**src/rtl/irf_pkg.sv**
```systemverilog
// rtl/irf_pkg.sv - shared sizes, reset value and output-stage state encoding for the register-file read port
package irf_pkg;

  localparam int          IRF_DW      = 8;
  localparam int          IRF_NREG    = 8;
  localparam int          IRF_AW      = 3;
  localparam logic [7:0]  IRF_RST_VAL = 8'h00;

  typedef enum logic {
    ST_EMPTY = 1'b0,
    ST_FULL  = 1'b1
  } irf_state_e;

endpackage

```
**src/rtl/irf_onehot_chk.sv**
```systemverilog
// rtl/irf_onehot_chk.sv - classifies a write-enable vector as none, exactly one-hot, or (implicitly) multi-hot
module irf_onehot_chk #(
  parameter int N = 8
) (
  input  logic [N-1:0] we,
  output logic         one_hot,
  output logic         none
);

  assign none    = (we == '0);
  // Clearing the lowest set bit leaves zero only when a single bit was set.
  assign one_hot = !none && ((we & (we - N'(1))) == '0);

endmodule

```
**src/rtl/irf_read_port.sv**
```systemverilog
// rtl/irf_read_port.sv - 8-entry register file with one-hot write and a single-entry registered read stage;
// define IRF_READ_BYPASS_EN to forward a same-cycle single-hot write to the read result.
module irf_read_port
  import irf_pkg::*;
#(
  parameter int              DW      = IRF_DW,
  parameter int              NREG    = IRF_NREG,
  parameter logic [DW-1:0]   RST_VAL = DW'(IRF_RST_VAL)
) (
  input  logic              clk,
  input  logic              rst_n,
  input  logic [NREG-1:0]   we,
  input  logic [DW-1:0]     wd,
  input  logic              rd_req,
  input  logic [IRF_AW-1:0] rd_addr,
  output logic              rd_rdy,
  output logic              rd_valid,
  output logic [DW-1:0]     rd_data,
  input  logic              rd_ack,
  output logic              err_multi
);

  logic [DW-1:0] regs [NREG];
  logic          one_hot;
  logic          none;
  logic          fwd;
  logic          accept;
  logic [DW-1:0] rd_next;
  irf_state_e    state_q;
  irf_state_e    state_d;

  irf_onehot_chk #(.N(NREG)) u_onehot_chk (
    .we      (we),
    .one_hot (one_hot),
    .none    (none)
  );

  // Multi-hot enables are treated as a fault: nothing is written.
  always_ff @(posedge clk) begin
    if (!rst_n) begin
      for (int i = 0; i < NREG; i++) regs[i] <= RST_VAL;
      err_multi <= 1'b0;
    end else begin
      if (one_hot) begin
        for (int i = 0; i < NREG; i++) begin
          if (we[i]) regs[i] <= wd;
        end
      end
      if (!one_hot && !none) err_multi <= 1'b1;
    end
  end

`ifdef IRF_READ_BYPASS_EN
  assign fwd = one_hot & we[rd_addr];
`else
  assign fwd = 1'b0;
`endif

  assign rd_next  = fwd ? wd : regs[rd_addr];
  assign rd_rdy   = !rst_n || (state_q == ST_EMPTY) || rd_ack;
  assign accept   = rd_req && rd_rdy;
  assign rd_valid = (state_q == ST_FULL);

  always_comb begin
    state_d = state_q;
    case (state_q)
      ST_EMPTY: if (accept) state_d = ST_FULL;
      ST_FULL:  if (rd_ack && !rd_req) state_d = ST_EMPTY;
      default:  state_d = ST_EMPTY;
    endcase
  end

  // rd_data only moves on an accepted read, so a held or drained result keeps its value.
  always_ff @(posedge clk) begin
    if (!rst_n) begin
      state_q <= ST_EMPTY;
      rd_data <= '0;
    end else begin
      state_q <= state_d;
      if (accept) rd_data <= rd_next;
    end
  end

endmodule

```
**config.mk**
```make
export PLATFORM = sky130hd
export DESIGN_NAME = irf_read_port
export DESIGN_NICKNAME = d
export VERILOG_FILES = /design/src/rtl/irf_pkg.sv /design/src/rtl/irf_onehot_chk.sv /design/src/rtl/irf_read_port.sv
export SDC_FILE = /design/constraint.sdc
export NUM_CORES = 1
export LEC_CHECK = 0
export CAP_MARGIN = 20
export CORE_MARGIN = 2
export CORE_UTILIZATION = 44
export CTS_CLUSTER_SIZE = 28
export DETAILED_ROUTE_END_ITERATION = 16
export PLACE_DENSITY = 0.68
export SLEW_MARGIN = 20
export SYNTH_ARGS = -nofsm -noshare
export SYNTH_HDL_FRONTEND = slang
export SYNTH_SLANG_ARGS = --single-unit
```
**constraint.sdc**
```tcl
create_clock -name clk -period 4.17 [get_ports clk]
set_input_delay 0.834 -clock clk [delete_from_list [all_inputs] [get_ports clk]]
set_output_delay 0.834 -clock clk [all_outputs]
set_load 0.1 [all_outputs]
```
# Word level (Yosys, flattened, before mapping)
# Memories as Yosys holds them, arrays and structs flattened. A register that Yosys moved wholly into a read port is not among the register bits.
# Cells that the tools add are included.
# Widths: inputs -> output; s select.
[totals]
ramBits = 64
regBits = 2
output_inout_bits = 11
input_bits = 23
word_cells = 71
n_memories = 1
[memory_table]
columns = ["name", "depth", "word_bits", "rd", "rd_clocked_by_memory_dff", "write_ports", "line", "rtl"]
rows = [
  ["regs", 8, 8, 1, 1, 8, "irf_read_port.sv:23", "logic [DW-1:0] regs [NREG];"],
]
[classes]
reduce_logical = 13
muxes = 44
addsub = 1
n_bitwise = 10
[ops]
columns = ["cell", "n"]
rows = [
  ["$mux 8", 8],
  ["$mux 1", 35],
  ["$logic_not 8->1", 2],
  ["$and 8x8->8", 1],
  ["$or 1x1->1", 8],
  ["$sub 8x1->8 const B", 1],
  ["$logic_not 1->1", 5],
  ["$logic_and 1x1->1", 4],
  ["$logic_or 1x1->1", 2],
  ["$pmux 1 s2", 1],
  ["$not 1->1", 1],
]

# Longest topological paths before layout
[logic_depth]
depth_word = 8
ltp_mapped = 6
mapped_depth_nobuf = 4

# Cells and area by module
# A second synthesis with hierarchy kept.
[unflattened]
hier_cells = 256
area_unflattened_um2 = 3241.9
[modules_own_cells]
columns = ["mod", "area_each_um2", "instances", "seq_area_each_um2", "cells_per_inst"]
rows = [
  ["irf_read_port", 3126.7, 1, 2122.0, 242],
  ["irf_onehot_chk", 115.1, 1, 0.0, 14],
]

# Worst setup path after synthesis
# Ideal clock, no wire load.
[synth_timing]
path_type = "input port to output port"
from = "in rst_n"
to = "out rd_rdy"
t_required_ns = 3.336
path_buffers = 2
stages = 3
arrival_ns = 1.862
path_slack_ns = 1.474
cell_sequence = "buf_2 buf_1 nand2_1"
[synth_between]
elab_chain_len = 3
[synth_lines]
columns = ["element", "line", "rtl"]
rows = [
  ["start: declaration", "irf_read_port.sv:11", "input logic rst_n,"],
  ["$logic_not 1->1", "--", ""],
  ["$logic_or 1x1->1 (2 in a row)", "irf_read_port.sv:60", "assign rd_rdy = !rst_n || (state_q == ST_EMPTY) || rd_ack;"],
  ["end: declaration", "irf_read_port.sv:16", "output logic rd_rdy,"],
]
# Every way passes these cells.

# Worst setup path in the final report
# Same ends and word-level chain as after synthesis.

==> results.md <==
- CP Capture Type: output port
- Internal power: 1310 µW
- P_sw: 401 µW
- Clock Latency Late Sink: 360 ps
- Full die area: 7940 µm²
- Die X: 89.1 µm
- Pwr dens: 445 nW/µm²
- Final min period: 3130 ps
- Synth Area per Inst: 14.6 µm²
- Synth area leaders: edfxtp_1 60%, mux4_1 7.4%, nor2_1 6.5%
- Boundary Pins: 34
- Worst-margin pin slew: 968 ps
- I/O Buffers: 33
- FMAX: 319 MHz
- WL/cell: 17.5 µm
- Final wirelength: 6350 µm
- Antenna violations before repair: 0
- FFs w/ async S/R, synth: 0%
- Vias in the first global route: 1,939
- 1st-iter DRT viols: 124
- RSZ-0062 raised after global routing: no
- Seq pwr share: 50.5%
- GP Congestion: 0.810
- Hold Crit Class: flip-flop to flip-flop
- Number of antenna repair diodes: 0
- Hpwl dp: 4340 µm
- Mapped cell area: 3190 µm²
- Leakage: 0.00135 µW
- Post-synth EDFFs: 64
- Number of max-cap violations: 0
- Max-slew violations: 0
- Clock share of power: 37.9%
- Critical Path Start Type: primary input
- Period utilisation layout: 75.1%
- First-pass GRT wire length: 10000 µm
- Post-CTS setup buffer count: 0
- Clock root buffer: clkbuf_8
- Via density: 5.23
- Hold-fix buffers, CTS: 0
- VDD IR-drop max: 174 µV
- CP Class: primary input to output port
- Global router's overall resource usage: 18.4%
- DRC viols: 0
- Sequential share of the synthesized area: 66.6%
- Outcome: finished clean
- Area delta synth->final: 20.3%
- Synth cell types: 34
- Crit path max fanout: 20
- Combinational share of power: 11.6%
- Clock transition at path regs: 70 ps
- Num CTS Buffers: 9
- Routed vias: 1,895
- Top_reg_cell synth: edfxtp_1
- DRT antenna net count: 0
- Cts repair resizes: 0
- Max Clock Skew: 12.7 ps
- Total gr overflow: 0
- Clock buffer depth: 2
- Share of layout cells above drive strength 1: 11.0%
- Post-synth top area cell: edfxtp_1
- CTS tree: built
- Die Y: 89.1 µm
- Synthesized flop and latch total: 74
- Worst hold slack: 483 ps
- H-tree depth: 3
- Worst path arrival time: 2300 ps
- Setup violators final: 0
- Syn nets: 242
- Largest net degree at the start of global routing: 21
- # rows: 31
- Max transition margin: 35.3%
- Switching share of power: 23.5%
- Starting Density: 44.7%
- Required time of the worst setup path: 3340 ps
- Final hold viol count: 0
- Mapped Cells: 219
- Post-route setup TNS: 0 ps
- Yosys top cell area share: 60.3%
- DRT Pass-1 Iters: 4
- CTS sink count: 74
- Core footprint: 7140 µm²
- Warning count from the yosys run: 0
- # nets final: 281
==> Yosys cell counts, types with 2 or more instances <==
| cell | number |
|---|---|
| dfxtp_1 | 10 |
| nand3_1 | 2 |
| a221o_1 | 7 |
| nor2_1 | 55 |
| nand4b_1 | 3 |
| a21oi_1 | 2 |
| mux4_1 | 9 |
| nor2b_1 | 7 |
| edfxtp_1 | 64 |
| buf_2 | 2 |
| inv_1 | 9 |
| nand2_1 | 17 |
| mux4_2 | 7 |
| nand2b_1 | 3 |
| o21ai_1 | 2 |
| o21ai_0 | 2 |
==> final timing paths <==
kind | startpoint | to | slack (ps) | depth (start not counted)
setup / recovery | rst_n | rd_rdy | 1040 | 3
hold / removal | rd_data[4] | rd_data[4] | 480 | 2
setup reg to reg | rd_valid | rd_data[4] | 2720 | 4
hold reg to reg | rd_data[4] | rd_data[4] | 480 | 2
==> stage by stage <==
| stage | setup slack, ps | area [µm²] | instances | utilization [%] | power (µW) |
|---|---|---|---|---|---|
| floorplan | 1470 | 3190 | 219 | - | 1010 |
| global placement | 996 | 3600 | 346 | 50.4 | 1080 |
| detailed placement | 915 | 3600 | 346 | 50.4 | 1080 |
| CTS | 1030 | 3830 | 362 | 53.7 | 1710 |
| global route | 957 | 3830 | 362 | 53.7 | 1760 |
| finish | 1040 | 3830 | 362 | 53.7 | 1710 |
==> cells in the final DEF, fill, tap and decap left out, types with 2 or more instances in the layout <==
master | netlist | final
mux4_2 | 7 | 7
o21ai_1 | 2 | 2
nor2b_1 | 7 | 7
mux4_1 | 9 | 9
clkbuf_8 | 0 | 12
a21oi_1 | 2 | 2
nand4b_1 | 3 | 3
nand2_1 | 17 | 17
dfxtp_1 | 10 | 10
a221o_1 | 7 | 7
o21ai_0 | 2 | 2
nand2b_1 | 3 | 3
nor2_1 | 55 | 55
bufinv_16 | 0 | 2
clkdlybuf4s50_1 | 0 | 32
edfxtp_1 | 64 | 64
nand3_1 | 2 | 2
buf_4 | 0 | 2
inv_1 | 9 | 9
==> power groups by stage <==
stage	clock, µW	combinational, µW	sequential [µW]
floorplan	0	80.1	932
global placement	0	197	878
detailed placement	0	199	880
CTS	649	199	863
global route	680	210	867
finish	647	197	863
==> final cells by class <==
cell class                 count  area [µm²]
tap                           99         124
fill                         611        3300
clock buffer                  12         165
inverter                      10        37.5
clock inverter                 4        72.6
timing repair buffer          34         335
sequential                    74        2120
multi-input combinational    129         978
==> critical path, stage by stage <==
cell and delay [ps]:
clkdlybuf4s50_1 1030, nand2_1 140, buf_4 280
==> flip-flops by register name, indices dropped and copies added (netlist names) <==
register   count
rd_valid       1
err_multi      1
rd_data        8
regs          64
==> cells by family (layout without fill, tap and decap cells) <==
kind of cell	after synthesis	after routing	synth area share, %
AOI/OAI and AO/OA	17	17	4.16
adders and majority gates	1	1	0.314
buffers and inverters	16	60	2.71
DFF	74	74	66.6
muxes	17	17	12.7
and+or+nand+nor	94	94	13.5
==> layer usage <==
metal,up-vias,GRT usage [%],part of all wire [%]
met1,912,22.3,43
met5,-,0,0
met2,64,29.9,50
met4,0,12.6,2.5
li1,904,-,-
met3,15,3.23,5.0
Note: power is estimated with default switching activity, not from simulation.
==> edit, RTL diff (same flow settings) <==
`IRF_AW`: 3 -> 2.
--- a/src/rtl/irf_pkg.sv
+++ b/src/rtl/irf_pkg.sv
@@ -5,3 +5,3 @@
   localparam int          IRF_NREG    = 8;
-  localparam int          IRF_AW      = 3;
+  localparam int          IRF_AW      = 2;
   localparam logic [7:0]  IRF_RST_VAL = 8'h00;
Ports: changed (resized rd_addr); port bits go from 34 to 33. The function was not compared with the original's and may differ.
==> edit against the original RTL <==
  * Critical path depth increased by 2
  * Setup slack got worse by 0.13 ns
  * Routed wire length decreased by 30%
  * Maximum frequency decreased by 3.9%
  * Sequential power decreased by 44%
  * Sequential cell count decreased by 32
  * Final area decreased by 32%
  * Global-route usage decreased by 0.46 points
  * Cell count decreased by 27%
  * Total power decreased by 46%
  * Area after synthesis decreased by 33%
  * Non-clock buffer count increased by 6
==> edit: results <==
set metrics [dict create \
    dpl-instance-area_um2 2501 \
    dp.cells 257 \
    route.met3.wl_um 201 \
    grt_pass1_vias 1471 \
    multiInputCombCellCount 121 \
    ff2ff_setup_slack_ns 3.03 \
    routabilityCongestion 0.9312 \
    ys_seq_area_frac 0.5427 \
    clk_latency_ns 0.29 \
    drive_gt1_frac 0.2227 \
    fin_skew_ns 0.004673 \
    grt_pass1_wl_mm 7.189 \
    status "complete, no violations" \
    globalRouteMet3Util 0.04664 \
    r2r-start "regs[3][3]$_SDFFCE_PN0P_" \
    row_count 25 \
    min_from "rd_data[7]$_SDFFE_PN0P_" \
    ys_top_cells_by_area "edfxtp_1 45%, dfxtp_1 9.4%, mux4_2 8.4%, a21oi_2 8.2%, nand4_1 7.0%" \
    final-clk-cell-share 0.03521 \
    drt-total-wl_mm 4.444 \
    pre_cts_slack_ns 0.2846 \
    inverters 0 \
    final_nets 232 \
    p_per_area_nw_per_um2 353.4 \
    fillers 409 \
    synth_nets 203 \
    post-dp-hpwl_mm 3.178 \
    endpoint "regs[0][5]$_SDFFCE_PN0P_" \
    largestRegisters "regs (32), rd_data (8)" \
    period_needed_ns 3.257 \
    reg2reg_depth 3 \
    cellLeakagePower_nw 0.7948 \
    dr_wl_met2_mm 2.363 \
    m1WireLength_mm 1.821 \
    grt_max_degree 25 \
    use_met2 0.3145 \
    avgSynthCellArea_um2 11.82 \
    path_max_fanout 24 \
    worstPathArrival_ns 3.39 \
    n_all_buffers 40 \
    clockBufferCount 7 \
    ys_top_cells_by_count "32 x edfxtp_1, 24 x nand4_1, 22 x nand2_1, 20 x a21oi_2, 15 x clkbuf_1" \
]
-- edit: changes by cell type after synthesis, sizes merged, moves of 9 or more --
| cell | delta |
|---|---|
| nor2 | -51 |
| edfxtp | -32 |
| a21oi | +23 |
| nand4 | +23 |
| clkbuf | +14 |
| and2 | +9 |
| inv | -9 |
-- edit: cells by family after synthesis --
logic type               share of synthesized area
adder cells (fa/ha/maj)                   0.004679
flip-flops                                  0.5427
buffers and inverters                      0.03918
AND/OR/NAND/NOR                             0.1825
multiplexers                               0.08421
AO/OA/AOI/OAI                               0.1468
-- edit: report_power, final --
part | internal [mW] | switching (mW)
registers | 0.472 | 0.00796
clock network | 0.134 | 0.135
logic | 0.0573 | 0.111
-- edit: critical path, stage by stage --
cell             delay, ns
clkdlybuf4s50_1       0.64
or4_4                 0.65
o31a_1                0.24
or3_2                 0.74
a21oi_1               0.28
